## config.mk

```make
export PLATFORM = sky130hd
export DESIGN_NAME = alu_req_arbiter
export DESIGN_NICKNAME = d
export VERILOG_FILES = /design/src/rtl/alu_req_arbiter.sv
export SDC_FILE = /design/constraint.sdc
export NUM_CORES = 1
export LEC_CHECK = 0
export ABC_AREA = 0
export CAP_MARGIN = 20
export CELL_PAD_IN_SITES_DETAIL_PLACEMENT = 0
export CELL_PAD_IN_SITES_GLOBAL_PLACEMENT = 1
export CORE_ASPECT_RATIO = 1.75
export CORE_UTILIZATION = 40
export DETAILED_ROUTE_END_ITERATION = 8
export DONT_BUFFER_PORTS = 1
export PLACE_DENSITY = 0.79
export SLEW_MARGIN = 10
export SYNTH_ARGS = -nofsm -noshare
export SYNTH_HDL_FRONTEND = slang
export SYNTH_SLANG_ARGS = --single-unit
```

## constraint.sdc

```tcl
create_clock -name clk -period 5.6 [get_ports clk]
set_input_delay 1.68 -clock clk [delete_from_list [all_inputs] [get_ports clk]]
set_output_delay 1.68 -clock clk [all_outputs]
set_load 0.01 [all_outputs]
```

## src/rtl/alu_req_arbiter.sv

```systemverilog
// Round-robin arbiter sharing one 8-bit ALU between NUM_REQ requesters.
// Optional done-watchdog is compiled in when ALU_ARB_TIMEOUT_EN is defined.
module alu_req_arbiter #(
    parameter int unsigned NUM_REQ        = 4,
    parameter int unsigned ID_W           = 2,
    parameter int unsigned TIMEOUT_CYCLES = 64
) (
    input  logic                   clk,
    input  logic                   rst,
    input  logic [NUM_REQ-1:0]     req_valid,
    output logic [NUM_REQ-1:0]     req_ready,
    input  logic [NUM_REQ*8-1:0]   req_a,
    input  logic [NUM_REQ*8-1:0]   req_b,
    input  logic [NUM_REQ*3-1:0]   req_opcode,
    output logic                   rsp_valid,
    input  logic                   rsp_ready,
    output logic [ID_W-1:0]        rsp_id,
    output logic [15:0]            rsp_result,
    output logic                   rsp_err,
    output logic                   alu_start,
    output logic [7:0]             alu_a,
    output logic [7:0]             alu_b,
    output logic [2:0]             alu_opcode,
    input  logic [15:0]            alu_result,
    input  logic                   alu_done,
    output logic                   busy
);

    typedef enum logic [1:0] {StIdle, StIssue, StWait, StResp} state_e;

    state_e          state_q, state_d;
    logic [ID_W-1:0] last_grant_q, last_grant_d;
    logic [ID_W-1:0] rsp_id_q, rsp_id_d;
    logic [15:0]     rsp_result_q, rsp_result_d;
    logic [7:0]      alu_a_q, alu_a_d, alu_b_q, alu_b_d;
    logic [2:0]      alu_opcode_q, alu_opcode_d;
    logic [ID_W-1:0] grant_idx;
    logic            grant_found;
    int unsigned     cand;
    int unsigned     grant_sel;

`ifdef ALU_ARB_TIMEOUT_EN
    localparam int unsigned TmoW = ($clog2(TIMEOUT_CYCLES + 1) > 8) ?
                                   $clog2(TIMEOUT_CYCLES + 1) : 8;
    logic [TmoW-1:0] tmo_cnt_q, tmo_cnt_d;
    logic            rsp_err_q, rsp_err_d;
`else
    logic unused_timeout;
    assign unused_timeout = ^TIMEOUT_CYCLES;
`endif

    // Search upward from the slot after the last grant, wrapping at NUM_REQ.
    always_comb begin
        grant_found = 1'b0;
        grant_idx   = '0;
        cand        = 0;
        for (int k = 1; k <= NUM_REQ; k++) begin
            cand = (32'(last_grant_q) + k) % NUM_REQ;
            if (!grant_found && req_valid[ID_W'(cand)]) begin
                grant_found = 1'b1;
                grant_idx   = ID_W'(cand);
            end
        end
        grant_sel = 32'(grant_idx);
    end

    always_comb begin
        req_ready = '0;
        if (!rst && state_q == StIdle && grant_found) begin
            req_ready[grant_idx] = 1'b1;
        end
    end

    always_comb begin
        state_d      = state_q;
        last_grant_d = last_grant_q;
        rsp_id_d     = rsp_id_q;
        rsp_result_d = rsp_result_q;
        alu_a_d      = alu_a_q;
        alu_b_d      = alu_b_q;
        alu_opcode_d = alu_opcode_q;
`ifdef ALU_ARB_TIMEOUT_EN
        tmo_cnt_d    = tmo_cnt_q;
        rsp_err_d    = rsp_err_q;
`endif
        unique case (state_q)
            StIdle: begin
                if (grant_found) begin
                    state_d      = StIssue;
                    last_grant_d = grant_idx;
                    rsp_id_d     = grant_idx;
                    alu_a_d      = req_a[grant_sel*8 +: 8];
                    alu_b_d      = req_b[grant_sel*8 +: 8];
                    alu_opcode_d = req_opcode[grant_sel*3 +: 3];
                end
            end
            StIssue: begin
                // alu_done may still be asserted from the previous op; ignore it.
                state_d = StWait;
`ifdef ALU_ARB_TIMEOUT_EN
                tmo_cnt_d = '0;
`endif
            end
            StWait: begin
                if (alu_done) begin
                    state_d      = StResp;
                    rsp_result_d = alu_result;
`ifdef ALU_ARB_TIMEOUT_EN
                    rsp_err_d    = 1'b0;
                end else if (tmo_cnt_q == TmoW'(TIMEOUT_CYCLES - 1)) begin
                    state_d      = StResp;
                    rsp_result_d = 16'h0000;
                    rsp_err_d    = 1'b1;
                end else begin
                    tmo_cnt_d    = tmo_cnt_q + 1'b1;
`endif
                end
            end
            StResp: begin
                if (rsp_ready) begin
                    state_d = StIdle;
                end
            end
            default: state_d = StIdle;
        endcase
    end

    always_ff @(posedge clk or posedge rst) begin
        if (rst) begin
            state_q      <= StIdle;
            last_grant_q <= ID_W'(NUM_REQ - 1);
            rsp_id_q     <= '0;
            rsp_result_q <= '0;
            alu_a_q      <= '0;
            alu_b_q      <= '0;
            alu_opcode_q <= '0;
        end else begin
            state_q      <= state_d;
            last_grant_q <= last_grant_d;
            rsp_id_q     <= rsp_id_d;
            rsp_result_q <= rsp_result_d;
            alu_a_q      <= alu_a_d;
            alu_b_q      <= alu_b_d;
            alu_opcode_q <= alu_opcode_d;
        end
    end

`ifdef ALU_ARB_TIMEOUT_EN
    always_ff @(posedge clk or posedge rst) begin
        if (rst) begin
            tmo_cnt_q <= '0;
            rsp_err_q <= 1'b0;
        end else begin
            tmo_cnt_q <= tmo_cnt_d;
            rsp_err_q <= rsp_err_d;
        end
    end
    assign rsp_err = rsp_err_q;
`else
    assign rsp_err = 1'b0;
`endif

    assign rsp_valid  = (state_q == StResp);
    assign alu_start  = (state_q == StIssue);
    assign busy       = (state_q != StIdle);
    assign rsp_id     = rsp_id_q;
    assign rsp_result = rsp_result_q;
    assign alu_a      = alu_a_q;
    assign alu_b      = alu_b_q;
    assign alu_opcode = alu_opcode_q;

endmodule

```

; Yosys cells after proc, flatten, opt, wreduce, memory -nomap -nowiden
; Index checks and enable logic that the tools add are counted.
[totals]
output_inout_bits = 45
reg_bits = 41
word_cells = 65
[op_classes]
n_mux = 23
n_addsub = 4
mul = 1
n_reduce_logical = 15
magnitude_cmp = 6
shifts = 3
n_eq_ne = 6
[ops]
columns = cell, n
row1 = $shiftx 32x6->8, 2
row2 = $lt 2x3->1 const B, 5
row3 = $mux 2, 7
row4 = $shiftx 12x5->3, 1
row5 = $mux 1, 9
row6 = $bmux 1 s2, 4
row7 = $pmux 2 s4, 1
row8 = $logic_and 1x1->1, 6
row9 = $add 2x1->2 const B, 2
row10 = $add 2x2->2 const B, 2
row11 = $eq 2x2->1 const B, 2
row12 = $logic_not 1->1, 4
row13 = $mul 2x2->4 const B, 1
row14 = $mux 4, 1
row15 = $ne 2x2->1 const B, 2
row16 = $reduce_and 2->1, 2
row17 = $reduce_and 3->1, 1
row18 = $demux 1 s2, 1
row19 = $eq 2x1->1 const B, 1
row20 = $ge 2x1->1 const B, 1
row21 = $logic_not 2->1, 1
row22 = $ne 2x1->1 const B, 1
row23 = $reduce_bool 2->1, 1

; Longest topological paths before layout
; Gate-level depths: netlist of the first run.
[logic_depth]
ltp_word = 18
mapped_depth = 6
ltp_nobuf = 5

; Worst setup path after synthesis of the first run
; Ideal clock, no wire load.
[synth_path]
path_type = input -> output
start = in rst
end = out req_ready[2]
path_slack_ps = 1029
path_buffers = 0
path_stages = 2
required_time_ps = 3920
t_arrival_ps = 2891
cell_sequence = inv_1 -> and3_1
[synth_via]
elab_chain_cells = 4
[synth_lines]
columns = item, line
row1 = from (decl), 9  ; input logic rst,
row2 = $logic_not 1->1 (no line), -
row3 = $logic_and 1x1->1 (2 in series), 69  ; if (!rst && state_q == StIdle && grant_found) begin
row4 = $mux 4, 69
row5 = to (decl), 11  ; output logic [NUM_REQ-1:0] req_ready,
; No other way between the ends.

; Worst setup path in the final report of the first run
[layout_path]
start = in req_valid[3]
end = out req_ready[2]
[layout_via]
elab_chain_cells = 17
word_cells_on_any_way = 29
classes_between = order compare: 2 / mux: 19 / reduce/logical: 8
[layout_lines]
columns = item, line
row1 = from (decl), 10  ; input logic [NUM_REQ-1:0] req_valid,
row2 = $bmux 1 s2, 59  ; if (!grant_found && req_valid[ID_W'(cand)]) begin
row3 = $mux 1 (implied by the code), 59
row4 = $mux 1, 59
row5 = $logic_not 1->1, 59
row6 = $logic_and 1x1->1, 59
row7 = $mux 1, 59
row8 = $logic_not 1->1, 59
row9 = $logic_and 1x1->1, 59
row10 = $mux 1, 59
row11 = $logic_not 1->1, 59
row12 = $logic_and 1x1->1, 59
row13 = $mux 2, 59
row14 = $lt 2x3->1 (implied by the code) / $ge 2x1->1 (equally long branches), 70  ; req_ready[grant_idx] = 1'b1;
row15 = $logic_and 1x1->1 (implied by the code), 70
row16 = $mux 1 (implied by the code), 70
row17 = $demux 1 s2, 70
row18 = $mux 4 (*), 69
; Every way passes the cells marked *; elsewhere a longest branch is shown, timed or not. The select of a mux whose other input is x is not followed.

==> impl_metrics.yaml, run 1 <==
floorplan:
  pin_count: 145
  floorplan.initialDensity_pct: 41.8
  core.rowCount: 36
  die_area_um2: 6210
  die_x_um: 60
  die_y_um: 104
  coreArea_um2: 5630
pwr:
  vdd_drop_max_v: 0.000247
  p_leak_nw: 0.978
  p_per_area_nw_per_um2: 575
  finalPower_mw: 1.44
run:
  drv_cap: 0
cts:
  htreeDepth: 2
  cts_buffer_depth: 2
  cts_tree: "built"
  ctsHoldBuffers: 0
  clkLatencyLatePin_ps: 290
  cts.clk_slew.worst_paths_ps: 70
  cts_setup_buffers: 0
  ctsResizeCount: 0
  cts-buffers-inserted: 5
  cts-root-buf: "clkbuf_8"
  cts_sinks: 41
global_routing:
  antenna_found_initial: 0
  grt_pass1_wl_um: 9910
  grt_max_degree: 42
  grtUsageTotal_pct: 21.1
  overflow: 0
  grt_pass1_vias: 1975
final_layout:
  fin_area_um2: 2510
  nets: 347
  area_growth_pct: 6.59
  final_layout_size_suffix_gt1_share_pct: 13.9
  instances_no_fill: 320
  antennaDiodeCount: 0
worst_hold_path:
  min_path_type: "flip-flop to flip-flop"
timing:
  fmaxAchievable_mhz: 215
  setup_violations: 0
  fin_tns_setup_ps: 0
  rsz0062_at_grt: "no"
  maxSlewViolCount: 0
  finalCritPeriodShare_pct: 83.0
  finClkSkew_ps: 3.53
  finalCriticalPeriod_ps: 4650
  worstMarginPinSlew_ps: 879
  hold_ws_ps: 545
  slew-limit-headroom_pct: 41.4
  finalHoldViolCount: 0
yosys:
  synth_cells: 253
  synth_compound_area_share_pct: 25.1
  async_flop_share_pct: 100
  synth_area_per_cell_um2: 9.31
  synthXorXnorAreaFrac_pct: 0
  synth-edff-count: 0
  synth_area_um2: 2350
  synth_warnings: 0
  synth_cell_types: 35
  synth_nets: 357
  muxShareOfSynthArea_pct: 8.13
  synth_seq_area_share_pct: 43.7
  post_synth_fa_ha_maj_area_fraction_pct: 2.13
  synthSimpleGateAreaFrac_pct: 14.9
  synth-seq-cells: 41
  synthFlopType: "dfrtp_1"
  synth_top_family_by_area: "compound AO/OA/AOI/OAI gates"
worst_setup_path:
  cp.arrival_ps: 2970
  required_ps: 3920
  rrSetupSlack_ps: 3630
  critPathMaxFanout: 25
  start_kind: "input port"
  critPathKind: "input port to primary output"
  cp-end-kind: "primary output"
routing:
  dr_total_vias: 1939
  avgRoutedWirePerCell_um: 20.0
  ant_nets: 0
  wl_um: 6390
  drc: 0
  drt_iter0_markers: 72
  vias_per_cell: 6.06
  firstDrtPassIters: 4
outcome:
  status: "completed"
placement:
  placed_cell_area_um2: 2390
  dpl.cell_count: 312
  numPortBuffers: 0
  gp_congestion: 0.787
  dpl.hpwl_um: 4650
## routing by layer
metal	wire length [um]	track usage [%]	up-vias
met5	0	0	-
met4	83	5.32	0
met3	498	4.62	7
met2	3310	36.7	118
met1	2500	25.1	914
li1	-	-	900
## Yosys cell counts (9+ instances only)
cell / number / area [um^2]
a21oi_1: 21 / 105
a32oi_1: 19 / 166
nor2_1: 23 / 86.3
dfrtp_1: 39 / 976
clkbuf_1: 15 / 56.3
o21ai_0: 16 / 80.1
a31oi_1: 20 / 125
mux2_2: 16 / 180
and2_1: 19 / 119
nand2_1: 9 / 33.8
## sequential cells by signal, indices dropped and copies added, names as in the netlist
name / flops
rsp_id: 2
alu_a: 8
rsp_result: 16
alu_opcode: 3
state_q: 2
alu_b: 8
last_grant_q: 2
## placed cells by master (no fill, tap or decap), types with 2 or more instances in the layout
cell | Yosys | routed
a21oi_1 | 21 | 21
a31oi_1 | 20 | 20
a32oi_1 | 19 | 19
and2_1 | 19 | 19
and3_1 | 2 | 2
buf_4 | 1 | 7
clkbuf_8 | 0 | 6
dfrtp_1 | 39 | 39
dfstp_2 | 2 | 2
ha_1 | 4 | 4
inv_1 | 6 | 5
mux2_2 | 16 | 16
nand2_1 | 9 | 9
nand2b_1 | 5 | 5
nor2_1 | 23 | 23
nor2b_1 | 3 | 3
nor3_1 | 5 | 5
o21ai_0 | 16 | 16
o21ai_1 | 6 | 6
## power breakdown
part / internal [mW] / switching, mW / total, mW
Clock: 0.145 / 0.0970 / 0.242
Sequential: 0.458 / 0.184 / 0.642
Combinational: 0.245 / 0.313 / 0.558
Total: 0.849 / 0.594 / 1.44
## worst max-delay path, cell delays in order
cell and delay (ps):
or2_1 210, o31a_1 740, and3_1 320
## logic make-up after synthesis
| group | count (synthesis) |
|---|---|
| AND/OR/NAND/NOR | 70 |
| buffers and inverters | 30 |
| AO/OA/AOI/OAI | 90 |
| multiplexers | 17 |
| adder cells (fa/ha/maj) | 4 |
| flip-flops | 41 |
| other | 1 |
## through the flow
step / setup WS [ps] / util [%]
floorplan: 1030 / -
global placement: 969 / 42.5
detailed placement: 938 / 42.5
CTS: 938 / 44.6
global route: 852 / 44.6
finish: 953 / 44.6
## path summary, 6_finish.rpt
path / from / end / depth (start not counted)
setup / recovery: req_valid[3] / req_ready[2] / 3
hold / removal: last_grant_q[1]$_DFFE_PP1P_ / last_grant_q[1]$_DFFE_PP1P_ / 2
setup reg to reg: state_q[0]$_DFFE_PP0P_ / alu_a[6]$_DFFE_PP0P_ / 5
hold reg to reg: last_grant_q[1]$_DFFE_PP1P_ / last_grant_q[1]$_DFFE_PP1P_ / 2
max in group asynchronous: rst / alu_b[2]$_DFFE_PP0P_ / 2
min in group asynchronous: rst / alu_a[5]$_DFFE_PP0P_ / 2
## final cells by class
class / instances / area, um^2
repair buffers: 7 / 52.6
multi-input cells: 182 / 1190
fillers: 542 / 3120
flip-flops and latches: 41 / 1030
clock buffers: 7 / 86.3
well taps: 76 / 95.1
clock inverters: 1 / 30.0
inverters: 6 / 22.5
Power figures use the tool's default switching activity.
==> inputs of run 2 (changes only) <==
clock period = 4.42 ns   (was 5.6 ns; I/O delays follow)
==> run 2 against run 1 <==
Against the previous run:
- clock skew grew 2.7 ps
- flip-flop and latch count is the same
- utilization rose by 0.13 points
- worst setup slack worse by 130 ps
- combinational power increased by 29%
- highest routed layer unchanged
- via count increased by 2.2%
- largest power group unchanged
- wire length shrank 0.56%
- first-iteration DRC count down 11%
- sequential power rose by 26%
- critical path type unchanged
- final cell count up 0.94%
==> impl_metrics.yaml, run 2 (same netlist as run 1, synthesis figures left out) <==
outcome:
  status: "completed"
placement:
  numPortBuffers: 0
  pre_cts_ws_ps: 822
  gp_congestion: 0.798
  dpl.hpwl_um: 4690
  placed_cell_area_um2: 2420
  dpl.cell_count: 315
floorplan:
  floorplan.initialDensity_pct: 41.8
  die_area_um2: 6210
  pin_count: 145
  die_x_um: 60
  core.rowCount: 36
  die_y_um: 104
  coreArea_um2: 5630
worst_setup_path:
  cp.arrival_ps: 2270
  critPathBufInv: 2
  critPathMaxStageDelay_ps: 300
  cp_top_family: "buffers and inverters"
  start_kind: "input port"
  critPathKind: "input port to primary output"
  crit_chain: "or2_1 > o31ai_4 > buf_4 > nor3_1 > buf_4"
  path_common_cell: "buf_4"
  required_ps: 3090
  cp_slowest_cell: "or2_1"
  r2r_cells: 5
  critPathMaxFanout: 25
  cp-end-kind: "primary output"
  path_depth: 5
routing:
  vias_per_cell: 6.14
  avgRoutedWirePerCell_um: 19.7
  drc: 0
  dr_total_vias: 1982
  firstDrtPassIters: 4
  drt_iter0_markers: 64
  wl_um: 6350
  ant_nets: 0
timing:
  rsz0062_at_grt: "no"
  fin_tns_setup_ps: 0
  finalWorstSetupSlack_ps: 820
  finalCritPeriodShare_pct: 81.4
  worstMarginPinSlew_ps: 621
  finalCriticalPeriod_ps: 3600
  slew-limit-headroom_pct: 58.5
  setup_violations: 0
  finalHoldViolCount: 0
  fmaxAchievable_mhz: 278
  maxSlewViolCount: 0
  finClkSkew_ps: 6.19
global_routing:
  grt_pass1_wl_um: 9600
  overflow: 0
  antenna_found_initial: 0
  grtUsageTotal_pct: 20.7
  grt_max_degree: 42
  grt_pass1_vias: 2037
final_layout:
  fillers: 550
  instances_no_fill: 323
  largest_reg_flops: 16
  nets: 350
  final_common_cell: "dfrtp_1"
  final_layout_size_suffix_gt1_share_pct: 15.4
  mostFrequentLayoutCells: "39 x dfrtp_1, 23 x nor2_1, 21 x a21oi_1, 20 x a31oi_1"
  fin_area_um2: 2520
  area_growth_pct: 6.91
  antennaDiodeCount: 0
cts:
  cts.clk_slew.worst_paths_ps: 70
  cts_tree: "built"
  cts_buffer_depth: 2
  ctsResizeCount: 0
  cts_setup_buffers: 0
  ctsHoldBuffers: 0
  clkLatencyLatePin_ps: 300
  htreeDepth: 2
  cts-buffers-inserted: 5
  cts_sinks: 41
  cts-root-buf: "clkbuf_8"
worst_hold_path:
  min_path_type: "flip-flop to flip-flop"
  holdPathStages: 2
pwr:
  finalPower_mw: 1.80
  intPower_mw: 1.05
  p_sw_share_pct: 41.8
  p_leak_nw: 0.989
  p_seq_share_pct: 45.1
  p_switching_uw: 751
  p_clk_share_pct: 14.7
  vdd_drop_max_v: 0.000241
  combPwrFrac_pct: 40.2
  p_per_area_nw_per_um2: 714
run:
  drv_cap: 0
run 2: changes by cell type in the layout (fill, tap and decap cells not counted):
| cell | change |
|---|---|
| bufinv_16 | -1 |
| clkbuf_8 | +1 |
| clkinv_2 | +1 |
| clkbuf_1 | -1 |
| buf_4 | +3 |
run 2: worst reg2reg max path: stages, from the launching register on:
cell and delay, ps:
dfstp_2 410, nand2b_1 210, a311o_1 390, buf_4 210, a32oi_1 250, a31oi_1 120
run 2: layer usage:
metal / part of all wire [%] / GRT usage [%]
met5: 0 / 0
met3: 8.6 / 5.49
met1: 36 / 21.0
met2: 53 / 37.1
met4: 2.5 / 9.30
run 2: layout make-up:
type / count / area, um^2 / share of cell area (%)
Clock buffer: 7 / 96.3 / 3.83
Clock inverter: 1 / 5.00 / 0.199
Inverter: 6 / 22.5 / 0.895
Multi-Input combinational cell: 182 / 1190 / 47.5
Sequential cell: 41 / 1030 / 40.9
Tap cell: 76 / 95.1 / 3.78
Timing Repair Buffer: 10 / 75.1 / 2.98
run 2: worst paths after layout:
check | to | slack [ps] | start
min in group asynchronous | alu_a[5]$_DFFE_PP0P_ | 1040 | rst
max in group asynchronous | last_grant_q[0]$_DFFE_PP1P_ | 3010 | rst
min reg2reg | last_grant_q[1]$_DFFE_PP1P_ | 540 | last_grant_q[1]$_DFFE_PP1P_
max reg2reg | alu_a[6]$_DFFE_PP0P_ | 2700 | last_grant_q[0]$_DFFE_PP1P_
max | req_ready[0] | 820 | req_valid[3]
min | last_grant_q[1]$_DFFE_PP1P_ | 540 | last_grant_q[1]$_DFFE_PP1P_
run 2: stage by stage:
step / hold slack, ps / util (%)
2_1_floorplan: 501 / -
3_3_place_gp: 526 / 42.9
3_5_place_dp: 534 / 42.9
4_1_cts: 545 / 44.7
5_1_grt: 560 / 44.7
6_report: 545 / 44.7
run 2: power groups by stage:
stage | sequential, mW | combinational (mW) | clock (mW)
2_1_floorplan | 0.766 | 0.608 | 0
3_3_place_gp | 0.812 | 0.715 | 0
3_5_place_dp | 0.818 | 0.735 | 0
4_1_cts | 0.813 | 0.732 | 0.273
5_1_grt | 0.843 | 0.806 | 0.292
6_report | 0.810 | 0.722 | 0.264
